## config.mk

```make
export PLATFORM = sky130hd
export DESIGN_NAME = simon_input_conditioner
export DESIGN_NICKNAME = d
export VERILOG_FILES = /design/src/rtl/simon_input_conditioner.sv
export SDC_FILE = /design/constraint.sdc
export NUM_CORES = 1
export LEC_CHECK = 0
export ABC_AREA = 1
export CAP_MARGIN = 10
export CELL_PAD_IN_SITES_DETAIL_PLACEMENT = 0
export CELL_PAD_IN_SITES_GLOBAL_PLACEMENT = 1
export CORE_MARGIN = 2
export CORE_UTILIZATION = 45
export DETAILED_ROUTE_END_ITERATION = 8
export HOLD_SLACK_MARGIN = 0.08
export PLACE_DENSITY_LB_ADDON = 0.1
export SETUP_SLACK_MARGIN = 0.2
export SLEW_MARGIN = 20
export SYNTH_ARGS = -nofsm -noshare
export SYNTH_HDL_FRONTEND = slang
export SYNTH_SLANG_ARGS = --single-unit
export TNS_END_PERCENT = 100
```

## constraint.sdc

```tcl
create_clock -name sysclk -period 3.4 [get_ports sysclk]
set_input_delay 0.85 -clock sysclk [delete_from_list [all_inputs] [get_ports sysclk]]
set_output_delay 0.85 -clock sysclk [all_outputs]
set_load 0.05 [all_outputs]
```

## src/rtl/simon_input_conditioner.sv

```systemverilog
// simon_input_conditioner
// Front-end for the Simon game. Brings the advance button, four pattern
// switches and the level switch into sysclk, debounces each channel, and
// presents a clean button level (uclk) plus a pattern bus that is frozen
// while the button is held so the datapath always samples a stable pattern.
module simon_input_conditioner #(
    parameter int DEBOUNCE_CYCLES = 500000,
    parameter int CNT_W           = 20
) (
    input  logic       sysclk,
    input  logic       rst,
    input  logic       pclk_raw,
    input  logic [3:0] pattern_raw,
    input  logic       level_raw,
    output logic       uclk,
    output logic       press_pulse,
    output logic [3:0] pattern_out,
    output logic       level_out
);

    // Channel map: [0] button, [4:1] pattern, [5] level
    localparam int NCH = 6;
    localparam logic [CNT_W-1:0] CNT_LAST = CNT_W'(DEBOUNCE_CYCLES - 1);
    localparam logic [CNT_W-1:0] CNT_ZERO = {CNT_W{1'b0}};
    localparam logic [CNT_W-1:0] CNT_ONE  = {{(CNT_W-1){1'b0}}, 1'b1};

    typedef enum logic {
        ST_UP   = 1'b0,
        ST_DOWN = 1'b1
    } btn_state_t;

    logic [NCH-1:0] raw_s;
    logic [NCH-1:0] s1_r;
    logic [NCH-1:0] s2_r;
    logic [NCH-1:0] clean_r;
    logic [NCH-1:0] commit_s;
    logic [CNT_W-1:0] cnt_r [NCH];
    btn_state_t     state_r;

    assign raw_s = {level_raw, pattern_raw, pclk_raw};

    // A channel commits when its synchronised value has disagreed with the
    // clean value for the full debounce window.
    always_comb begin
        commit_s = {NCH{1'b0}};
        for (int i = 0; i < NCH; i++) begin
            if ((s2_r[i] != clean_r[i]) && (cnt_r[i] == CNT_LAST)) begin
                commit_s[i] = 1'b1;
            end else begin
                commit_s[i] = 1'b0;
            end
        end
    end

    // Two-flop synchroniser for every asynchronous raw input
    always_ff @(posedge sysclk) begin
        if (rst) begin
            s1_r <= {NCH{1'b0}};
            s2_r <= {NCH{1'b0}};
        end else begin
            s1_r <= raw_s;
            s2_r <= s1_r;
        end
    end

    // Per-channel debounce counter; any agreement with clean restarts the count
    always_ff @(posedge sysclk) begin
        if (rst) begin
            clean_r <= {NCH{1'b0}};
            for (int i = 0; i < NCH; i++) begin
                cnt_r[i] <= CNT_ZERO;
            end
        end else begin
            for (int i = 0; i < NCH; i++) begin
                if (s2_r[i] == clean_r[i]) begin
                    cnt_r[i] <= CNT_ZERO;
                end else if (commit_s[i]) begin
                    clean_r[i] <= s2_r[i];
                    cnt_r[i]   <= CNT_ZERO;
                end else begin
                    cnt_r[i] <= cnt_r[i] + CNT_ONE;
                end
            end
        end
    end

    // Button FSM: uclk follows the committed button level, pulse only on press
    always_ff @(posedge sysclk) begin
        if (rst) begin
            state_r     <= ST_UP;
            uclk        <= 1'b0;
            press_pulse <= 1'b0;
        end else begin
            case (state_r)
                ST_UP: begin
                    if (commit_s[0] && s2_r[0]) begin
                        state_r     <= ST_DOWN;
                        uclk        <= 1'b1;
                        press_pulse <= 1'b1;
                    end else begin
                        uclk        <= 1'b0;
                        press_pulse <= 1'b0;
                    end
                end
                ST_DOWN: begin
                    press_pulse <= 1'b0;
                    if (commit_s[0] && !s2_r[0]) begin
                        state_r <= ST_UP;
                        uclk    <= 1'b0;
                    end else begin
                        uclk    <= 1'b1;
                    end
                end
                default: begin
                    state_r     <= ST_UP;
                    uclk        <= 1'b0;
                    press_pulse <= 1'b0;
                end
            endcase
        end
    end

    // Pattern bus tracks the clean pattern while the button is up (using the
    // pre-edge uclk, so the press cycle still loads) and holds while it is down
    always_ff @(posedge sysclk) begin
        if (rst) begin
            pattern_out <= 4'b0000;
        end else if (!uclk) begin
            pattern_out <= clean_r[4:1];
        end else begin
            pattern_out <= pattern_out;
        end
    end

    // Level switch has no freeze: expose its clean register directly
    assign level_out = clean_r[5];

endmodule

```

# [Word-level counts from Yosys, hierarchy flattened]
# Memory sizes are Yosys's and may differ from the RTL's.
# Index checks and enable logic that the tools add are counted.
[word_totals] regBits=24 latchBits=0 mem_bits_rw=120 rom_bits=0 out_inout_bits=7 wordCells=172 n_memories=1
[classes] add_sub_neg=6 mul=0 n_div=0 magnitude_cmp=0 eq_ne=18 shifts=0 mux=96 n_bitwise=25 n_reduce_logical=15
[mem_list] name="cnt_r" words=6 width=20 read_ports=6 rd_ports_with_merged_regs=0 write_ports=6 line_no="37" rtl="logic [CNT_W-1:0] cnt_r [NCH];"
[op_table] op="20-bit 2-to-1 mux" n=18
[op_table] op="20-bit by 1-bit adder with 20-bit output (second input constant)" n=6
[op_table] op="20-bit by 19-bit == test with 1-bit output (second input constant)" n=6
[op_table] op="1-bit 2-to-1 mux" n=76
[op_table] op="1-bit bitwise OR" n=18
[op_table] op="2-bit AND reduction" n=6
[op_table] op="1-bit logical AND" n=8
[op_table] op="1-bit NOT" n=7
[op_table] op="1-bit == test" n=6
[op_table] op="1-bit != test" n=6
[op_table] op="1-bit case mux with 2 select lines" n=2
[op_table] op="1-bit zero test" n=1

# [Logic depth before layout (Yosys ltp)]
[logic_depth] depth_word=9 ltp_mapped=9 ltp_nobuf=9

# [Worst setup path before layout]
# OpenSTA, ideal clock, no wires.
[synth_path] path_kind="in2reg" start="in rst" end="mem cnt_r[4][18], data pin" setup_time_ns=0.140 t_arrival_ns=1.565 required_ns=3.260 setup_slack_ns=1.694 cell_stages=6 path_cell_list="inv_2 o21ai_0 a21oi_1 nand2_4 buf_12 a21oi_2"
[synth_lines] element="start: declaration" line_no="11" rtl="input logic rst,"
[synth_lines] element="end: declaration" line_no="37"

==> impl_results.md <==
* Outcome: completed
* Top cell family by delay on the critical path: buffers and inverters
* RSZ-0062 raised after global routing: no
* Die extent in y at between 100 and 150 um
* Die W at 139.0 um
* Largest net degree at the start of global routing at 21
* Synthesized area per cell at between 8 and 9 sq um
* # diodes at 0
* Residual DRC at 0
* DP Area at between 8000 and 9000 sq um
* Area of the multi-input gates at 4133 sq um
* Share of the synthesized area in the top cell type at 43.91%
* Crit path kind: flop to output port
* Area delta synth->final at 17.11%
* GRT overflow at 0
* Vias in the first global route at just over 6,000
* Startpoint types: flop
* Initial Util at 45.84%
* Post-detail-place hpwl at between 10 and 15 mm
* Seq cells post-synth at 143
* Number of buffers added on ports at 14
* # setup viols final at 0
* Clock Latency Late Sink at between 0.4 and 0.5 ns
* First-pass GRT wire length at 29.10 mm
* Routed Antenna Nets at 0
* Min-Delay Path Depth at 2
* Worst path arrival time at 1.79 ns
* R2R depth at 8
* Worst IR Drop VDD at between 0.3 and 0.4 mV
* Clock sinks at 143
* CP Buf/Inv Count at 1
* Crit Reg-Reg Endpoint: cnt_r[2][16]
* Top cell type by total area after synthesis: edfxtp_1
* Hold Violations, Final at 0
* WHS Endpoint: s2_r[4]
* Via density per instance at 4.652
* CTS Buffer Depth at 2
* HP Start: s1_r[4]
* Slew headroom at 50.66%
* Post-CTS setup buffers at 0
* # IOs at 15
* GPL Wtd Cong at between 0.7 and 0.8
* Core Footprint at 17,900 sq um
* Leakage at 3.603 nW
* Fill cell count at 1,802
* Mapped Area at 8207 sq um
* Min Tclk post-route at 2.643 ns
* WL/cell at 11.81 um
* Mapped Cells at 1,015
* Register area share after synthesis at 49.52%
* Hold Crit Class: flop to flop
* GRT Total Usage at 18.37%
* Final Instance Area at 9610 sq um
* Clk slew on worst S/H paths at roughly 0.06 ns
* Count leader, synth: nand2_1
* Hold_buf cts at 0
* Period utilization at 77.74%
* Synth top area cells: edfxtp_1, nand2_1, nor2_1
* Share of layout cells above drive strength 1 at 6.838%
* Crit. End Element: output port
* RR Startpoint: cnt_r[2][0]
* Die area at 19,330 sq um
* Number of synthesized flops with an enable pin at 120
* Max stage delay cell, worst path: clkdlybuf4s50_1
* Post-CTS Resized at 0
* Crit Path Max Fanout at 8
* Num CTS Buffers at 17
* Final slew viol count at 0
* Row Count at 49
* Top cells by count, synth: nand2_1, nor2_1, edfxtp_1
* Initial antenna violation count at 0
* Via total after detailed routing at 6,508
* Max Freq at between 0.3 and 0.4 GHz
* # Max-Cap Violations at 0
* CTS tree: built
* Root Driver: clkbuf_16
* Net count, final at 1,171
* Power per Cell Area at 435.4 nW/um^2
* Post-synth ARST share at 0%
* H-tree depth at 4
* Setup TNS at 0 ns
* Worst EP required at 2.55 ns
* CP max stage delay at roughly 0.87 ns
* Most used flip-flop cell after synthesis: edfxtp_1
* CP Cell Sequence: clkdlybuf4s50_1
* CP Depth at 1
* DR pass1 iterations at 5
* Synth cell types at 38
* Iter 0 DRT Violations at 480
* Worst Skew at just under 0.009 ns
* Detailed Route WL at between 15 and 20 mm
* Worst-Margin Slew at 0.7383 ns
* R2R Setup Slk at 1.19 ns
* Register area at 4064 sq um
* Synth Warn # at 0
[final cells by class]
type                    instances  share of cell area (%)
clock buffers                  20                   4.648
clock inverters                12                   1.719
inverters                      96                   3.750
well taps                     229                   2.981
flip-flops and latches        143                   42.29
multi-input cells             883                   43.00
repair buffers                 16                   1.614
[worst reg2reg max path: cells and delay by family (launching register included)]
| kind | cells | cell delay [ns] |
|---|---|---|
| AND/OR/NAND/NOR | 6 | 1.12 |
| buffers and inverters | 1 | 0.11 |
| adder cells (fa/ha/maj) | 1 | 0.28 |
| flip-flops | 1 | 0.43 |
[cell families (layout without fill, tap and decap cells)]
kind of cell / after synthesis / count (layout) / synth area share, %
adder cells (fa/ha/maj): 6 / 6 / 0.9147
buffers and inverters: 108 / 144 / 5.565
XOR/XNOR: 58 / 58 / 6.190
other: 1 / 120 / 0.04569
flip-flops: 143 / 143 / 49.52
AND/OR/NAND/NOR: 635 / 635 / 33.71
AO/OA/AOI/OAI: 64 / 64 / 4.056
[how the worst max path moves through the flow]
stage,start,endpoint,slack (ns)
final,clean_r[0],uclk,0.76
after floorplan,rst,cnt_r[4][18],1.69
after CTS,clean_r[0],uclk,0.72
after global routing,clean_r[0],uclk,0.70
after global placement,rst,cnt_r[3][12],0.70
after detailed placement,rst,cnt_r[3][17],0.67
[through the flow]
step                power (mW)  cells  hold slack (ns)  setup WS, ns  util [%]
finish                   4.184   1399           0.3999        0.7569     53.68
global route             4.344   1399           0.4242        0.7039     53.68
CTS                      4.225   1399           0.4010        0.7183     53.68
detailed placement       2.253   1367           0.3924        0.6713     50.27
global placement         2.251   1367           0.3900        0.6991     50.27
floorplan                2.200   1134           0.3883         1.694         -
[layout by cell type (no fill, tap or decap), drive strengths merged, types with 2 or more instances in the layout]
cell type	n
nor2	262
nand2	247
edfxtp	120
conb	120
inv	97
nand3	74
a21oi	50
xor2	30
xnor2	28
dfxtp	23
clkbuf	20
nand4	18
nor3	15
clkdlybuf4s50	14
o21ai	12
or2	9
nand3b	6
ha	6
clkinv	6
bufinv	4
and2	3
buf	2
[where the power goes]
part,internal [mW],switching [mW],total (mW),leakage [nW]
sequential,1.97,0.0728,2.04,1.43
combinational,0.0621,0.117,0.179,1.87
clock,1.24,0.724,1.96,0.301
[flip-flops by register name, summed over array words and instances, names as in the netlist]
name and count:
cnt_r 120, clean_r 6, pattern_out 4, s2_r 6, press_pulse 1, s1_r 6
[routing by layer]
metal	GRT usage (%)	part of all wire [%]	wire length, um	vias up
met5	0	0	0	-
met4	5.104	1.1	183	0
met3	3.453	3.6	589	14
met2	27.59	42	7012	109
met1	27.27	53	8733	2923
li1	-	-	-	3462
Power figures use the tool's default switching activity.
